File: src/rtl/signal_debouncer.sv
// signal_debouncer: two-flop synchronizer feeding a counter-based confirm FSM.
// A new level is accepted only after DEBOUNCE_CYCLES consecutive synchronized
// samples; rejected candidate transitions are tallied in a saturating counter.
module signal_debouncer #(
  parameter int unsigned DEBOUNCE_CYCLES = 4,
  parameter int unsigned GLITCH_W        = 8
) (
  input  logic                clk,
  input  logic                rst,
  input  logic                raw_in,
  input  logic                en,
  input  logic                glitch_clr,
  output logic                clean_out,
  output logic                busy,
  output logic [GLITCH_W-1:0] glitch_cnt
);

  localparam int unsigned CW = $clog2(DEBOUNCE_CYCLES + 1);
  localparam logic [CW-1:0] LAST = CW'(DEBOUNCE_CYCLES - 1);

  typedef enum logic [1:0] {
    STABLE_LO  = 2'b00,
    CONFIRM_HI = 2'b01,
    STABLE_HI  = 2'b10,
    CONFIRM_LO = 2'b11
  } state_t;

  logic          sync1, sync2;
  state_t        state, state_nxt;
  logic [CW-1:0] cnt, cnt_nxt;
  logic          clean_nxt;
  logic          glitch_ev;

  // Two-flop synchronizer; runs regardless of en
  always_ff @(posedge clk or posedge rst) begin
    if (rst) begin
      sync1 <= 1'b0;
      sync2 <= 1'b0;
    end else begin
      sync1 <= raw_in;
      sync2 <= sync1;
    end
  end

  // FSM state, confirm counter and registered clean level
  always_ff @(posedge clk or posedge rst) begin
    if (rst) begin
      state     <= STABLE_LO;
      cnt       <= '0;
      clean_out <= 1'b0;
    end else begin
      state     <= state_nxt;
      cnt       <= cnt_nxt;
      clean_out <= clean_nxt;
    end
  end

  // Next-state logic; with en low everything holds and no glitch is flagged
  always_comb begin
    state_nxt = state;
    cnt_nxt   = cnt;
    clean_nxt = clean_out;
    glitch_ev = 1'b0;
    if (en) begin
      case (state)
        STABLE_LO: begin
          if (sync2) begin
            state_nxt = CONFIRM_HI;
            cnt_nxt   = CW'(1);
          end
        end
        CONFIRM_HI: begin
          if (!sync2) begin
            state_nxt = STABLE_LO;
            cnt_nxt   = '0;
            glitch_ev = 1'b1;
          end else if (cnt == LAST) begin
            state_nxt = STABLE_HI;
            clean_nxt = 1'b1;
            cnt_nxt   = '0;
          end else begin
            cnt_nxt = cnt + CW'(1);
          end
        end
        STABLE_HI: begin
          if (!sync2) begin
            state_nxt = CONFIRM_LO;
            cnt_nxt   = CW'(1);
          end
        end
        CONFIRM_LO: begin
          if (sync2) begin
            state_nxt = STABLE_HI;
            cnt_nxt   = '0;
            glitch_ev = 1'b1;
          end else if (cnt == LAST) begin
            state_nxt = STABLE_LO;
            clean_nxt = 1'b0;
            cnt_nxt   = '0;
          end else begin
            cnt_nxt = cnt + CW'(1);
          end
        end
        default: begin
          state_nxt = STABLE_LO;
          cnt_nxt   = '0;
        end
      endcase
    end
  end

  // Saturating glitch counter; clear takes priority over a coincident event
  always_ff @(posedge clk or posedge rst) begin
    if (rst) begin
      glitch_cnt <= '0;
    end else if (glitch_clr) begin
      glitch_cnt <= '0;
    end else if (glitch_ev && (glitch_cnt != '1)) begin
      glitch_cnt <= glitch_cnt + GLITCH_W'(1);
    end
  end

  // Busy while a candidate transition is being confirmed
  always_comb begin
    busy = (state == CONFIRM_HI) || (state == CONFIRM_LO);
  end

endmodule

File: config.mk
export PLATFORM = sky130hd
export DESIGN_NAME = signal_debouncer
export DESIGN_NICKNAME = d
export VERILOG_FILES = /design/src/rtl/signal_debouncer.sv
export SDC_FILE = /design/constraint.sdc
export NUM_CORES = 1
export LEC_CHECK = 0
export CAP_MARGIN = 20
export CORE_MARGIN = 3
export CORE_UTILIZATION = 40
export CTS_CLUSTER_DIAMETER = 60
export DETAILED_ROUTE_END_ITERATION = 8
export PLACE_DENSITY = 0.64
export SYNTH_ARGS = -nofsm -noshare
export SYNTH_HDL_FRONTEND = slang
export SYNTH_SLANG_ARGS = --single-unit
File: constraint.sdc
create_clock -name clk -period 2.7 [get_ports clk]
set_input_delay 0.54 -clock clk [delete_from_list [all_inputs] [get_ports clk]]
set_output_delay 0.54 -clock clk [all_outputs]
set_load 0.02 [all_outputs]
Word level (Yosys, flattened, before mapping)
Cells that the tools add are included.
{ "op_classes": {"n_addsub": 2, "eq_ne": 13, "n_mux": 24, "reduce_logical": 8} }
{ "op_table": {"columns": ["operator", "count"], "rows": [
  ["$mux 8", 2],
  ["$mux 3", 5],
  ["$mux 2", 6],
  ["$ne 2x2->1 const B", 6],
  ["$pmux 3 s4", 1],
  ["$add 8x1->8 const B", 1],
  ["$ne 8x8->1 const B", 1],
  ["$pmux 2 s4", 1],
  ["$mux 1", 7],
  ["$ne 3x3->1 const B", 2],
  ["$reduce_and 6->1", 1],
  ["$reduce_and 5->1", 1],
  ["$eq 2x2->1 const B", 2],
  ["$pmux 1 s2", 2],
  ["$reduce_bool 2->1", 2],
  ["$add 3x1->3 const B", 1],
  ["$eq 3x2->1 const B", 1],
  ["$reduce_and 3->1", 1],
  ["$eq 2x1->1 const B", 1],
  ["$logic_not 2->1", 1],
  ["$logic_and 1x1->1", 1],
  ["$logic_or 1x1->1", 1]
]} }
{ "word_totals": {"ff_bits": 16, "inputBits": 5, "output_inout_bits": 10, "word_cells": 53} }

Depth between registers and ports, before layout
{ "logic_depth": {"word_depth": 6, "depth_mapped": 5, "ltp_nobuf": 5} }

Least setup slack after synthesis
No wires, ideal clock.
{ "synth_path": {"path_kind": "register to register", "from": "register glitch_cnt[0]", "to": "register glitch_cnt[4]", "arrival_time_ns": 1.476, "required_time_ns": 2.575, "setup_slack_ns": 1.099, "path_stages_with_launch": 6, "n_path_buf": 0, "cell_sequence": "dfrtp_1 > ha_1 > nand2_1 > nor3_2 > and3_4 > mux2_4"} }
{ "synth_via": {"elab_chain_cells": 3} }
{ "synth_rtl": {"columns": ["element", "line", "text"], "rows": [
  ["start, declared", "15", "output logic [GLITCH_W-1:0] glitch_cnt"],
  ["start signal, assigned", "119", "glitch_cnt <= glitch_cnt + GLITCH_W'(1);"],
  ["$add 8x1->8 / $ne 8x8->1 (equally long branches)", "119, 118", null],
  ["$mux 8 / $logic_and 1x1->1 (equally long branches)", "118", "end else if (glitch_ev && (glitch_cnt != '1)) begin"],
  ["$mux 8 / $reduce_bool 2->1 (equally long branches)", null, null]
]} }
Several ways; a longest one is shown, not always the timed one. The select of a mux whose other input is x is not followed.
A chain may end at the register's enable or synchronous reset.

Worst setup path in the final report
{ "layout_path": {"from": "register glitch_cnt[7]", "to": "output port glitch_cnt[7]"} }
No word-level cell between the ends.

==> flow_metrics.tcl <==
set metrics [dict create \
    timing_max_transition_violations_final 0 \
    critPathLaunchType "register" \
    area_growth_pct 25.44 \
    cts_buffer_depth 2 \
    num_antenna_cells 0 \
    globalRouteOverflowTotal 0 \
    synth-main-ff-cell "sky130_fd_sc_hd__dfrtp_1" \
    total_negative_setup_slack_ns 0 \
    final_common_cell "sky130_fd_sc_hd__dfrtp_1" \
    port_buffers 14 \
    cts-buffers-inserted 3 \
    yosys.area.top_type_share 0.5087 \
    synth_warnings 0 \
    combinationalPowerShare 0.231 \
    antenna_left 0 \
    critical_path_peak_fanout 7 \
    worstHoldPathCells 0 \
    end_of_the_worst_register_to_register_path "glitch_cnt[4]$_DFFE_PP0P_" \
    max_freq_mhz 521.6 \
    ff2ff_path_depth 5 \
    worstPathArrival_ns 1.38 \
    final_layout_size_suffix_gt1_frac 0.1333 \
    power.share.switching 0.3107 \
    post_layout_nonfiller_instances 115 \
    numClockSinks 16 \
    critPathTopFamily "buffers and inverters" \
    syn-mean-instance-area_um2 10.64 \
    starting_density_of_the_core 0.4414 \
    synth-edff-count 0 \
    avgRoutedWirePerCell_um 13.02 \
    power_switching_uw 186.5 \
    cpMaxStageDelayCell "sky130_fd_sc_hd__clkdlybuf4s50_1" \
    worstSetupPathType "register to output pin" \
    worstReg2RegStart "glitch_cnt[0]$_DFFE_PP0P_" \
    row_count 15 \
    drv_cap 0 \
    design.core.area_um2 1783 \
    synth.net_count 81 \
    clock_tree_from_tritoncts "done" \
    avgViaCountPerCell 5.139 \
    die_y_um 50.36 \
    hold_buffers 0 \
    pwr-share-seq 0.507 \
    cts_resized 0 \
    global_route_usage_over_all_layers 0.1307 \
    vdd.ir_drop.worst_mv 0.3435 \
    dieWidth_um 50.36 \
    run_status "complete, no violations" \
    netlist_top_cells_area "sky130_fd_sc_hd__dfrtp_1 51%, sky130_fd_sc_hd__a21oi_1 3.8%, sky130_fd_sc_hd__nand2_1 3.3%" \
    rsz0062_at_grt "false" \
    synth-async-reset-ratio 1.000 \
    vias 591 \
    worstHoldStart "sync1$_DFF_PP0_" \
    report.final.setup_viol 0 \
    min_to "sync2$_DFF_PP0_" \
    first_pass_iters 4 \
    htree_levels 1 \
    clock_network_fraction_of_design_power 0.261 \
    route.final.wire_length_um 1497 \
    critPathMaxStageDelay_ns 0.64 \
    place_congestion 0.7306 \
    critPathBufInv 1 \
    crit_path_end_kind "output pin" \
    worstHoldPathType "register to register" \
    grt_max_degree 17 \
    floorplan.die_area_um2 2536 \
    post-route-drc-count 0 \
    final_hpwl_dp_um 1091 \
    dp_cells 111 \
    fin_nets 98 \
    antenna_violations_before_repair 0 \
    synthesis.area_um2 787.0 \
    final_cell_mix "16 x sky130_fd_sc_hd__dfrtp_1, 14 x sky130_fd_sc_hd__clkdlybuf4s50_1, 7 x sky130_fd_sc_hd__nand2_1" \
    clock_latency_ns 0.29 \
    syn-instance-count 74 \
    period_needed_ns 1.917 \
    register_bit_total_from_synthesis 16 \
    path_clk_slew_ns 0.09 \
    first_iter_violations 15 \
    p_int_uw 413.7 \
    min_period_over_period 0.7100 \
    grt_first_pass_wirelength_um 2449 \
    finClkSkew_ns 0.004163 \
    power_density_nw_per_um2 608.0 \
    cts_setup_buffers 0 \
    root_buffer "sky130_fd_sc_hd__clkbuf_4" \
    synth.distinct_cells 31 \
    grt_pass1_vias 537 \
    finalHoldViolations 0 \
    cp_data_required_time_ns 2.16 \
    power.leakage_nw 0.4259 \
    synth.largest_area_cell "sky130_fd_sc_hd__dfrtp_1" \
    fillerInstances 158 \
    design.portCount 15 \
    synth.yosys.seq_area_share 0.5087 \
    regToRegSetupSlack_ns 1.11 \
    worstMarginPinSlew_ns 0.6016 \
    slew_headroom 0.5985 \
    timing.critical_path.cells "clkdlybuf4s50_1" \
]
-- final cells by class --
cell class | instances | area (um^2) | area share
Clock buffer | 4 | 36.28 | 0.03676
Inverter | 3 | 11.26 | 0.01141
Multi-Input combinational cell | 53 | 367.9 | 0.3726
Sequential cell | 16 | 400.4 | 0.4056
Tap cell | 25 | 31.28 | 0.03169
Timing Repair Buffer | 14 | 140.1 | 0.1420
-- power by group through the flow --
stage | Clock, mW | Combinational [mW] | Sequential (mW)
floorplan | 0 | 0.0975 | 0.307
global placement | 0 | 0.138 | 0.308
detailed placement | 0 | 0.142 | 0.310
CTS | 0.164 | 0.141 | 0.305
global route | 0.179 | 0.156 | 0.310
finish | 0.157 | 0.139 | 0.305
-- state kept, by name, indices dropped and copies added, names as in the netlist, named ones only --
name and cells:
sync1 1, clean_out 1, glitch_cnt 8, sync2 1, cnt 3, state 1
-- kinds of logic after synthesis --
family                   Yosys count  share of synthesized area
AND/OR/NAND/NOR                   29                     0.2146
adder cells (fa/ha/maj)            2                    0.03179
AO/OA/AOI/OAI                     17                     0.1431
buffers and inverters              5                    0.02384
multiplexers                       3                    0.04610
flip-flops                        16                     0.5087
XOR/XNOR                           2                    0.03180
-- synthesized netlist by cell type, types with 2 or more instances --
cell type	number
sky130_fd_sc_hd__dfrtp_1	16
sky130_fd_sc_hd__inv_1	3
sky130_fd_sc_hd__a21oi_1	6
sky130_fd_sc_hd__and3_1	2
sky130_fd_sc_hd__nand3_1	3
sky130_fd_sc_hd__a31oi_1	2
sky130_fd_sc_hd__nand2_1	7
sky130_fd_sc_hd__nor3_2	2
sky130_fd_sc_hd__ha_1	2
sky130_fd_sc_hd__nor3_1	2
sky130_fd_sc_hd__o21ai_0	3
sky130_fd_sc_hd__nor2_1	4
sky130_fd_sc_hd__and4_1	2
sky130_fd_sc_hd__nor2b_1	3
-- worst register-to-register path: cells and delay by family (launching register included) --
kind	cells	cell delay (ns)
adders and majority gates	1	0.26
and+or+nand+nor	3	0.51
muxes	1	0.29
DFF	1	0.43
-- metrics by stage --
stage / hold WS [ns] / setup slack [ns] / utilization / cell area [um^2] / power (mW)
3_5_place_dp: 0.3364 / 0.5205 / 0.5333 / 950.9 / 0.4521
5_1_grt: 0.3800 / 0.7222 / 0.5537 / 987.2 / 0.6449
6_report: 0.3544 / 0.7830 / 0.5537 / 987.2 / 0.6002
4_1_cts: 0.3581 / 0.7719 / 0.5537 / 987.2 / 0.6111
3_3_place_gp: 0.3324 / 0.5459 / 0.5333 / 950.9 / 0.4462
2_1_floorplan: 0.3312 / 1.099 / - / 787.0 / 0.4043
-- per-layer routing --
| metal | GRT usage | up-vias | share of wire |
|---|---|---|---|
| li1 | - | 301 | - |
| met1 | 0.1736 | 277 | 0.49 |
| met2 | 0.1978 | 11 | 0.45 |
| met3 | 0.03858 | 2 | 0.035 |
| met4 | 0.05381 | 0 | 0.015 |
| met5 | 0 | - | 0 |
-- how the worst max path moves through the flow --
stage	startpoint	endpoint	slack (ns)	cells after the start
5_1_grt	glitch_cnt[7]$_DFFE_PP0P_	glitch_cnt[7]	0.72	1
4_1_cts	glitch_cnt[3]$_DFFE_PP0P_	glitch_cnt[3]	0.77	1
3_3_place_gp	en	glitch_cnt[4]$_DFFE_PP0P_	0.55	5
2_1_floorplan	glitch_cnt[0]$_DFFE_PP0P_	glitch_cnt[4]$_DFFE_PP0P_	1.10	5
3_5_place_dp	en	glitch_cnt[4]$_DFFE_PP0P_	0.52	5
6_report	glitch_cnt[7]$_DFFE_PP0P_	glitch_cnt[7]	0.78	1
(Power assumes the default switching activity.)
